<file path="config.mk">
export PLATFORM = sky130hd
export DESIGN_NAME = uart_rx_os
export DESIGN_NICKNAME = d
export VERILOG_FILES = /design/src/rtl/uart_rx_os.sv
export SDC_FILE = /design/constraint.sdc
export NUM_CORES = 1
export LEC_CHECK = 0
export CAP_MARGIN = 10
export CORE_MARGIN = 10
export CORE_UTILIZATION = 49
export CTS_BUF_LIST = sky130_fd_sc_hd__clkbuf_16
export DETAILED_ROUTE_END_ITERATION = 10
export PLACE_DENSITY_LB_ADDON = 0.12
export SLEW_MARGIN = 20
export SYNTH_ARGS = -nofsm -noshare
export SYNTH_HDL_FRONTEND = slang
export SYNTH_SLANG_ARGS = --single-unit
</file>
<file path="constraint.sdc">
create_clock -name clk_in -period 1.8 [get_ports clk_in]
set_input_delay 0.54 -clock clk_in [delete_from_list [all_inputs] [get_ports clk_in]]
set_output_delay 0.54 -clock clk_in [all_outputs]
set_load 0.01 [all_outputs]
</file>
<file path="src/rtl/uart_rx_os.sv">
// UART 8N1 receiver driven by a 16x oversample tick; majority-votes each bit at mid-cell
// and hands bytes out over a valid/ready handshake with framing-error and overrun pulses.
module uart_rx_os #(
    parameter int unsigned DATA_BITS  = 8,
    parameter int unsigned OVERSAMPLE = 16
) (
    input  logic                 clk_in,
    input  logic                 rst,
    input  logic                 tick_os,
    input  logic                 rx,
    output logic [DATA_BITS-1:0] rx_data,
    output logic                 rx_valid,
    input  logic                 rx_ready,
    output logic                 frame_err,
    output logic                 overrun,
    output logic                 busy
);

    localparam int unsigned CW = $clog2(OVERSAMPLE);
    localparam int unsigned IW = (DATA_BITS > 1) ? $clog2(DATA_BITS) : 1;
    localparam int unsigned M  = OVERSAMPLE / 2;

    localparam logic [CW-1:0] CNT_SA   = CW'(M - 1);
    localparam logic [CW-1:0] CNT_SB   = CW'(M);
    localparam logic [CW-1:0] CNT_SC   = CW'(M + 1);
    localparam logic [CW-1:0] CNT_LAST = CW'(OVERSAMPLE - 1);
    localparam logic [IW-1:0] IDX_LAST = IW'(DATA_BITS - 1);

    typedef enum logic [1:0] {StIdle, StStart, StData, StStop} state_e;

    state_e                 state_q, state_d;
    logic                   rx_meta_q, rx_s_q;
    logic [CW-1:0]          cnt_q, cnt_d;
    logic [IW-1:0]          idx_q, idx_d;
    logic                   line_idle_q, line_idle_d;
    logic [1:0]             samp_q, samp_d;
    logic [DATA_BITS-1:0]   shift_q, shift_d;
    logic [DATA_BITS-1:0]   rx_data_q, rx_data_d;
    logic                   rx_valid_q, rx_valid_d;
    logic                   frame_err_q, frame_err_d;
    logic                   overrun_q, overrun_d;
    logic                   maj;

    // Third vote is the live synchronised line at cnt = M+1.
    assign maj = (samp_q[0] & samp_q[1]) | (samp_q[0] & rx_s_q) | (samp_q[1] & rx_s_q);

    always_comb begin
        state_d     = state_q;
        cnt_d       = cnt_q;
        idx_d       = idx_q;
        line_idle_d = line_idle_q;
        samp_d      = samp_q;
        shift_d     = shift_q;
        rx_data_d   = rx_data_q;
        rx_valid_d  = rx_valid_q;
        frame_err_d = 1'b0;
        overrun_d   = 1'b0;

        if (rx_valid_q && rx_ready) begin
            rx_valid_d = 1'b0;
        end

        if (tick_os) begin
            if (cnt_q == CNT_SA) samp_d[0] = rx_s_q;
            if (cnt_q == CNT_SB) samp_d[1] = rx_s_q;

            unique case (state_q)
                StIdle: begin
                    if (rx_s_q) begin
                        line_idle_d = 1'b1;
                    end else if (line_idle_q) begin
                        state_d     = StStart;
                        cnt_d       = '0;
                        line_idle_d = 1'b0;
                    end
                end
                StStart: begin
                    cnt_d = cnt_q + 1'b1;
                    if (cnt_q == CNT_SC && maj) begin
                        state_d = StIdle;
                        cnt_d   = '0;
                    end else if (cnt_q == CNT_LAST) begin
                        state_d = StData;
                        cnt_d   = '0;
                        idx_d   = '0;
                    end
                end
                StData: begin
                    cnt_d = cnt_q + 1'b1;
                    if (cnt_q == CNT_SC) begin
                        shift_d = {maj, shift_q[DATA_BITS-1:1]};
                    end
                    if (cnt_q == CNT_LAST) begin
                        cnt_d = '0;
                        if (idx_q == IDX_LAST) begin
                            state_d = StStop;
                        end else begin
                            idx_d = idx_q + 1'b1;
                        end
                    end
                end
                StStop: begin
                    cnt_d = cnt_q + 1'b1;
                    // Leave half a bit early so the next start edge is never missed.
                    if (cnt_q == CNT_SC) begin
                        state_d = StIdle;
                        cnt_d   = '0;
                        idx_d   = '0;
                        if (maj) begin
                            rx_data_d  = shift_q;
                            rx_valid_d = 1'b1;
                            overrun_d  = rx_valid_q & ~rx_ready;
                        end else begin
                            frame_err_d = 1'b1;
                        end
                    end
                end
                default: state_d = StIdle;
            endcase
        end
    end

    always_ff @(posedge clk_in or negedge rst) begin
        if (!rst) begin
            state_q     <= StIdle;
            rx_meta_q   <= 1'b1;
            rx_s_q      <= 1'b1;
            cnt_q       <= '0;
            idx_q       <= '0;
            line_idle_q <= 1'b0;
            samp_q      <= '0;
            shift_q     <= '0;
            rx_data_q   <= '0;
            rx_valid_q  <= 1'b0;
            frame_err_q <= 1'b0;
            overrun_q   <= 1'b0;
        end else begin
            state_q     <= state_d;
            rx_meta_q   <= rx;
            rx_s_q      <= rx_meta_q;
            cnt_q       <= cnt_d;
            idx_q       <= idx_d;
            line_idle_q <= line_idle_d;
            samp_q      <= samp_d;
            shift_q     <= shift_d;
            rx_data_q   <= rx_data_d;
            rx_valid_q  <= rx_valid_d;
            frame_err_q <= frame_err_d;
            overrun_q   <= overrun_d;
        end
    end

    assign rx_data   = rx_data_q;
    assign rx_valid  = rx_valid_q;
    assign frame_err = frame_err_q;
    assign overrun   = overrun_q;
    assign busy      = (state_q != StIdle);

endmodule
</file>
# ---- Yosys cells after proc, flatten, opt, wreduce, memory -nomap -nowiden
# Cells that the tools add are included.
dict set report op_classes {
  addsub 2
  n_eq_ne 17
  muxes 34
  bitwise 7
  n_reduce_logical 13
}
# cell n
set ops {}
lappend ops {{4-bit 2-to-1 mux} 5}
lappend ops {{2-bit inequality test, second input constant} 8}
lappend ops {{4-bit one-hot mux with 4 select lines} 1}
lappend ops {{3-bit 2-to-1 mux} 5}
lappend ops {{1-bit 2-to-1 mux} 14}
lappend ops {{2-bit 2-to-1 mux} 7}
lappend ops {{7-bit AND reduction} 2}
lappend ops {{4-bit equality test, second input constant} 3}
lappend ops {{3-bit one-hot mux with 3 select lines} 1}
lappend ops {{2-bit one-hot mux with 4 select lines} 1}
lappend ops {{2-bit AND reduction} 3}
lappend ops {{3-bit AND reduction} 2}
lappend ops {{4-bit by 1-bit adder with 4-bit output, second input constant} 1}
lappend ops {{1-bit bitwise AND} 4}
lappend ops {{2-bit equality test, second input constant} 2}
lappend ops {{4-bit by 3-bit equality test with 1-bit output, second input constant} 1}
lappend ops {{4-bit AND reduction} 1}
lappend ops {{3-bit by 1-bit adder with 3-bit output, second input constant} 1}
lappend ops {{3-bit equality test, second input constant} 1}
lappend ops {{3-bit inequality test, second input constant} 1}
lappend ops {{3-bit nonzero test} 1}
lappend ops {{2-bit by 1-bit equality test with 1-bit output, second input constant} 1}
lappend ops {{1-bit logical AND} 2}
lappend ops {{2-bit logical NOT} 1}
lappend ops {{3 further kinds} 4}
dict set report word_totals {
  ff_bits 33
  inputBits 5
  output_inout_bits 12
  word_cells 86
}

# ---- Logic depth before layout (Yosys ltp)
dict set report logic_depth {
  depth_word 7
  depth_mapped 7
  ltp_nobuf 6
}

# ---- Least setup slack after synthesis
# OpenSTA, ideal clock, no wires.
dict set report synth_path {
  kind {flip-flop to flip-flop}
  start {register cnt_q[0]}
  end {register cnt_q[2]}
  setup_ps 104
  arrival_ps 1707
  t_required_ps 1696
  path_slack_ps -11
  path_stages_with_launch 7
  path_buffers 1
  synth_period_minus_slack_ps 1811
  path_cell_list {dfrtp_1 > ha_1 > and3b_1 > buf_6 > o221a_1 > or4b_1 > o311ai_1}
}
dict set report synth_between {
  elab_chain_cells 4
  word_cells_on_any_way 8
  cone_classes {1 x add/sub; 2 x eq/ne; 4 x mux; 1 x reduce/logical}
}
# item line_no
set synth_rtl {}
lappend synth_rtl {{from (decl)} 33} ;# logic [CW-1:0] cnt_q, cnt_d;
lappend synth_rtl {{from (signal assigned)} 141} ;# cnt_q <= cnt_d;
lappend synth_rtl {{4-bit by 1-bit adder with 4-bit output, or another cell as far along} {78, 89, 103}}
lappend synth_rtl {{4-bit 2-to-1 mux or 1-bit logical AND (tied branches)} {82, 93, 79}}
lappend synth_rtl {{4-bit 2-to-1 mux} 79} ;# if (cnt_q == CNT_SC && maj) begin
lappend synth_rtl {{4-bit one-hot mux with 4 select lines (*)} 67} ;# unique case (state_q)
# Every way passes the cells marked *; elsewhere a longest branch is shown, timed or not.
# A chain may end at the register's enable or synchronous reset.

# ---- Final worst setup path
dict set report layout_path {
  start {register cnt_q[1]}
  end {register cnt_q[2]}
}
# Same word-level chain as after synthesis.

==> run_results.csv <==
group,metric,value,unit
run_status,outcome,"complete, no violations",
die,die_area,5831,um2
synth,yosysTopAreaCell,"sky130_fd_sc_hd__dfrtp_1",
grt,grt_remaining_overflow,0,
hold_path,hold_critical_path_depth,0,
final_layout,net_total_in_the_final_layout,179,
worst_setup_path,path_cells,"inv_1 > ha_2 > and3b_2 > o221a_1 > or4b_4 > o311ai_2",
synth,yosys-mux-area-fraction,15.76,%
grt,grtUsageMet2,17.26,%
synth,async_flop_share,100.0,%
route,vias,1134,
worst_setup_path,critical-path-max-stage-delay,500,ps
synth,synthFlopType,"sky130_fd_sc_hd__dfrtp_1",
timing,achievable_freq,564.7,MHz
power_and_ir_drop,pwr-share-seq,33.1,%
timing,fin_skew,3.585,ps
timing,timing.final.setup_violations,0,
clocking,tritoncts_clock_tree,"built",
synth,synth_adder_area_share,4.743,%
hold_path,hold_path_class,"reg -> reg",
worst_setup_path,reg2reg_to,"cnt_q[2]",
worst_setup_path,setup_crit_start_kind,"flop",
final_layout,area.growth.synth_to_final,35.93,%
worst_setup_path,cp_data_arrival_time,1940,ps
synth,syn_inst,132,
synth,syn_area,1556,um2
die,die-height,76.36,um
final_layout,proportion_of_layout_cells_with_a_drive_suffix_above_1,29.41,%
power_and_ir_drop,switching_share,30.73,%
synth,synth_simple_gate_area_share,12.14,%
final_layout,n_fill_cell,239,
clocking,cts.htree.levels,2,
synth,synth_top_family_by_area,"multiplexers",
grt,grt_first_pass_wirelength,5.313,mm
worst_setup_path,worstRegToRegCells,6,
synth,synth_compound_area_share,9.727,%
place,hpwlAfterDp,2.153,mm
hold_path,hp-start,"rx_meta_q",
die,die-width,76.36,um
worst_setup_path,regToRegStartpoint,"cnt_q[1]",
timing,max_slew_margin,81.75,%
synth,ys_ff_latch,33,
power_and_ir_drop,power.switching,875.5,uW
power_and_ir_drop,cell_internal_pwr,1.974,mW
timing,final-hold-violation-count,0,
worst_setup_path,crit_family,"simple AND/OR/NAND/NOR gates",
route,route.detailed.wl_per_inst,15.17,um
die,core.rowCount,20,
worst_setup_path,worst_path_max_delay_cell,"sky130_fd_sc_hd__or4b_4",
hold_path,destination_of_the_worst_hold_path,"rx_s_q",
route,detail_route.first_pass.iterations,4,
worst_setup_path,critPathKind,"reg -> reg",
timing,worstMarginPinSlew,272.0,ps
die,floorplan.initialDensity,50.98,%
grt,antenna_found_initial,0,
final_layout,fin_area,2116,um2
place,place_congestion,0.8142,
clocking,cts.sinks,33,
timing,finalCritPeriodShare,98.38,%
synth,synth-seq-area-share,53.22,%
route,drtIter0Drc,120,
die,placeableCoreArea,3053,um2
route,finalWirelength,3.246,mm
route,drc,0,
power_and_ir_drop,design_power_total,2.849,mW
synth,yosysTopAreaCellShare,49.84,%
worst_setup_path,critical_path_peak_fanout,6,
clocking,cts-root-to-sink-buffers,2,
clocking,cts.hold.buffers_added,0,
grt,grt_max_degree,34,
worst_setup_path,crit_cells,6,
power_and_ir_drop,power.share.clock,32.5,%
timing,number_of_max_slew_violations_in_the_final_report,0,
power_and_ir_drop,total_leakage_power,1.019,nW
power_and_ir_drop,p_per_area,1347,nW/um2
worst_setup_path,timing.critical_path.required,1970,ps
grt,number_of_global_route_vias_before_repair,1091,
synth,synth.top_cells.by_area,"sky130_fd_sc_hd__dfrtp_1 50%, sky130_fd_sc_hd__mux2_1 8.0%, sky130_fd_sc_hd__mux2_2 6.5%",
synth,synth-xor-area-share,0,%
route,detail-route-antenna-nets,0,
grt,met3_usage,3.420,%
synth,syn_area_per_cell,11.79,um2
final_layout,antenna_diodes,0,
grt,met1_usage,14.24,%
worst_setup_path,end_kind,"flop",
job,max_cap_viol_count,0,
timing,min_period,1771,ps
synth,post_synth_edffs,0,
grt,busiest_layer,"met2",
die,floorplan.io_pins,17,
synth,yosys_warnings,0,
worst_setup_path,worst-r2r-setup-slack,30,ps
route,via_per_inst,5.299,
power_and_ir_drop,irDropWorstVdd,0.0007903,V
place,io_buffers,16,
timing,rsz0062_at_grt,"true",
place,dpl_cell_area,1892,um2
clocking,path_clk_slew,50,ps
worst_setup_path,path_buf_inv,1,
clocking,tritoncts.num_buffers,5,
grt,track_usage,11.13,%
clocking,clk_latency,270,ps
synth,yosysUniqueCellTypes,38,
synth,synth_nets,142,
power_and_ir_drop,combinationalPowerShare,34.4,%
clocking,ctsRootBufferMaster,"sky130_fd_sc_hd__clkbuf_16",
## worst reg2reg max path, delay by kind of cell, from the launching register on
| family | cells | cell delay (ps) |
|---|---|---|
| AND/OR/NAND/NOR | 2 | 740 |
| adder cells (fa/ha/maj) | 1 | 160 |
| buffers and inverters | 1 | 70 |
| flip-flops | 1 | 340 |
| AO/OA/AOI/OAI | 2 | 380 |
## power groups by stage
stage / registers (mW) / clock network, mW / logic [mW]
final: 0.943 / 0.925 / 0.981
after global routing: 0.960 / 0.970 / 1.07
after CTS: 0.944 / 0.938 / 0.901
after detailed placement: 0.945 / 0 / 0.872
after global placement: 0.938 / 0 / 0.852
after floorplan: 0.964 / 0 / 0.532
## kinds of logic (layout without fill, tap and decap cells)
group,Yosys count,in the layout
simple gates,34,34
flops,33,33
compound gates,22,22
mux,22,22
buf+inv,15,53
fa+ha+maj,6,6
## cells in the final DEF, fill, tap and decap left out, drive strengths merged
cell type | netlist | layout
nand4 | 1 | 1
nand4b | 1 | 1
a22oi | 2 | 2
and2 | 1 | 1
mux2i | 2 | 2
bufinv | 0 | 1
and3 | 4 | 4
a21bo | 1 | 1
mux2 | 20 | 20
nand2b | 4 | 4
inv | 9 | 10
maj3 | 1 | 1
a211oi | 1 | 1
a21oi | 3 | 3
clkinv | 0 | 1
nor2b | 1 | 1
and3b | 1 | 1
o22ai | 2 | 2
a41o | 1 | 1
o21ai | 6 | 6
o221a | 1 | 1
nand3 | 4 | 4
ha | 5 | 5
nand2 | 11 | 11
clkdlybuf4s50 | 0 | 14
a31oi | 1 | 1
nor2 | 5 | 5
a311oi | 1 | 1
dfstp | 2 | 2
buf | 3 | 20
clkbuf | 3 | 5
o32ai | 1 | 1
dfrtp | 31 | 31
dlygate4sd2 | 0 | 2
o21a | 1 | 1
or4b | 1 | 1
o311ai | 1 | 1
## timing repair
item | 4_1_cts | 5_1_grt
pin swaps | 3 | 2
setup buffers | 1 | 2
resized for setup | 6 | 6
setup endpoints to repair | 11 | 13
## routing by layer
metal	vias up	share of wire, %	wire (um)
li1	539	-	-
met1	552	46	1489
met2	38	47	1541
met3	5	5.4	175
met4	0	1.2	40
met5	-	0	0
## area by class of cell
class / instances / area, um2 / share of cell area, %
Inverter: 9 / 33.78 / 1.597
Clock inverter: 3 / 37.54 / 1.774
Clock buffer: 5 / 125.1 / 5.914
Tap cell: 44 / 55.05 / 2.602
Sequential cell: 33 / 828.3 / 39.15
Timing Repair Buffer: 36 / 332.8 / 15.73
Multi-Input combinational cell: 84 / 703.2 / 33.23
## through the flow
step / setup TNS [ps] / cells / setup WS [ps] / utilization [%] / hold WS (ps)
after CTS: 0 / 212 / 5.854 / 67.95 / 357.1
final: 0 / 214 / 29.18 / 69.30 / 354.7
after global placement: -3919 / 203 / -222.6 / 61.97 / 346.4
after floorplan: 0 / 132 / 3.015 / - / 244.4
after global routing: -17.47 / 214 / -17.47 / 69.30 / 357.7
after detailed placement: -4420 / 203 / -257.6 / 61.97 / 349.8
## synthesized netlist by cell type, types with 2 or more instances
cell	count
sky130_fd_sc_hd__mux2i_1	2
sky130_fd_sc_hd__o22ai_1	2
sky130_fd_sc_hd__dfrtp_1	31
sky130_fd_sc_hd__inv_1	9
sky130_fd_sc_hd__clkbuf_1	3
sky130_fd_sc_hd__nand2b_1	4
sky130_fd_sc_hd__o21ai_1	2
sky130_fd_sc_hd__nand3_1	3
sky130_fd_sc_hd__a21oi_1	3
sky130_fd_sc_hd__nor2_1	5
sky130_fd_sc_hd__nand2_1	11
sky130_fd_sc_hd__dfstp_2	2
sky130_fd_sc_hd__a22oi_1	2
sky130_fd_sc_hd__mux2_1	11
sky130_fd_sc_hd__ha_1	5
sky130_fd_sc_hd__o21ai_0	4
sky130_fd_sc_hd__and3_1	4
sky130_fd_sc_hd__mux2_2	9
## how the worst max path moves through the flow
stage / from / endpoint
floorplan: cnt_q[0] / cnt_q[2]
global placement: tick_os / cnt_q[2]
detailed placement: tick_os / rx_data[4]
CTS: cnt_q[1] / cnt_q[2]
global route: cnt_q[0] / idx_q[0]
finish: cnt_q[1] / cnt_q[2]
## state kept, by name, indices dropped and copies added (netlist names), 2 cells and up, named ones only
register  count
cnt_q         4
idx_q         3
rx_data       8
samp_q        2
shift_q       8
No activity file was read; power rests on OpenSTA's default activity.
==> RTL change, RTL diff (same settings) <==
The parameter `OVERSAMPLE` goes from 16 to 8.
--- a/src/rtl/uart_rx_os.sv
+++ b/src/rtl/uart_rx_os.sv
@@ -2,7 +2,7 @@
 // and hands bytes out over a valid/ready handshake with framing-error and overrun pulses.
 module uart_rx_os #(
     parameter int unsigned DATA_BITS  = 8,
-    parameter int unsigned OVERSAMPLE = 16
+    parameter int unsigned OVERSAMPLE = 8
 ) (
     input  logic                 clk_in,
     input  logic                 rst,
Formal check against the unedited RTL: not equivalent (a bounded check fails within 10 cycles, from zero or initial values and one cycle with rst low).
==> RTL change against the unedited design <==
  * Count of clock-buffer cells in the layout unchanged
  * Sequential power decreased by 0.8%
  * Register-to-register slack improved by 0.08 ns
  * Clock power hardly changed
  * First-iteration DRC count down 77%
  * Sequential cell count shrank 1
  * Synthesized cell count fell by 2.3%
  * Routed wire length decreased by 14%
  * Area after synthesis is 2.2% lower
  * Maximum frequency up 1.2%
  * Total power shrank 11%
  * Die area down 1.6%
  * Cell area is 6.9% lower
  * Worst setup slack gained 0.021 ns
==> RTL change: results (changes against the unedited design) <==
status=finished clean (unchanged); M1 GR Usage=14.2% (about the same); Syn Area/Cell=11.8 um^2 (about the same); Largest delay share family, worst path=buffers and inverters (was simple AND/OR/NAND/NOR gates); Leak=0.952 nW (was 1.02 nW); placed cell areas=1790 um^2 (was 1890 um^2); adder-cell share of the synthesized area=6.49% (was 4.74%); Synth top cells by count=dfrtp_1 (30), mux2_2 (19), inv_1 (8), nand2_1 (8) (was dfrtp_1 (31), mux2_1 (11), nand2_1 (11)); WL met1=1.30 mm (was 1.49 mm); post-layout net count=169 (was 179); crit path max-delay cell type=clkdlybuf4s50_1 (was or4b_4); largest net degree at the start of global routing=22 (was 34); gp weighted congestion=0.824 (was 0.814); Comb power frac=27.1% (was 34.4%); first-pass detailed-route iteration total=3 (was 4); DP Worst Slack=-0.270 ns (was -0.258 ns); Post-CTS Setup Bufs=0 (was 1); Placed Cells incl. Taps=183 (was 203); met3 wire len=111 um (was 175 um); global-route wire length before repair=5.13 mm (was 5.31 mm); Detailed Route WL=2.80 mm (was 3.25 mm); r2r setup slk=0.11 ns (was 0.03 ns); met2 WL post-DR=1.36 mm (was 1.54 mm); met3 usage=4.82% (was 3.42%); GRT Total Usage=11.7% (was 11.1%); CP max stage delay=0.48 ns (was 0.50 ns); met2 Track Usage GR=18.4% (was 17.3%); Slew headroom=82.9% (was 81.8%); top cells by area, synth=dfrtp_1 (49%), mux2_2 (14%), ha_1 (5.8%) (was dfrtp_1 (50%), mux2_1 (8.0%), mux2_2 (6.5%)); VDD IR-drop max=0.957 mV (was 0.790 mV)
==> RTL change: layout make-up <==
| type | instances | area (um^2) |
|---|---|---|
| fill | 240 | 1030 |
| sequential | 32 | 803 |
| tap | 33 | 41.3 |
| clock buffer | 5 | 125 |
| timing repair buffer | 27 | 258 |
| inverter | 8 | 30.0 |
| clock inverter | 3 | 38.8 |
| multi-input combinational | 83 | 674 |
==> RTL change: repair_timing <==
item | 4_1_cts | 5_1_grt
gates cloned | 0 | 0
setup endpoints to repair | 1 | 12
gates resized for setup | 2 | 4
==> RTL change: worst max-delay path by stage <==
stage               slack (ns)         end     start  cells past startpoint
floorplan                 0.17    cnt_q[1]  cnt_q[0]                      6
global placement         -0.21  shift_q[4]   tick_os                      5
detailed placement       -0.27  shift_q[5]   tick_os                      5
CTS                      0.008  shift_q[5]   tick_os                      5
global route             0.005  shift_q[5]   tick_os                      5
finish                    0.05  shift_q[5]   tick_os                      5
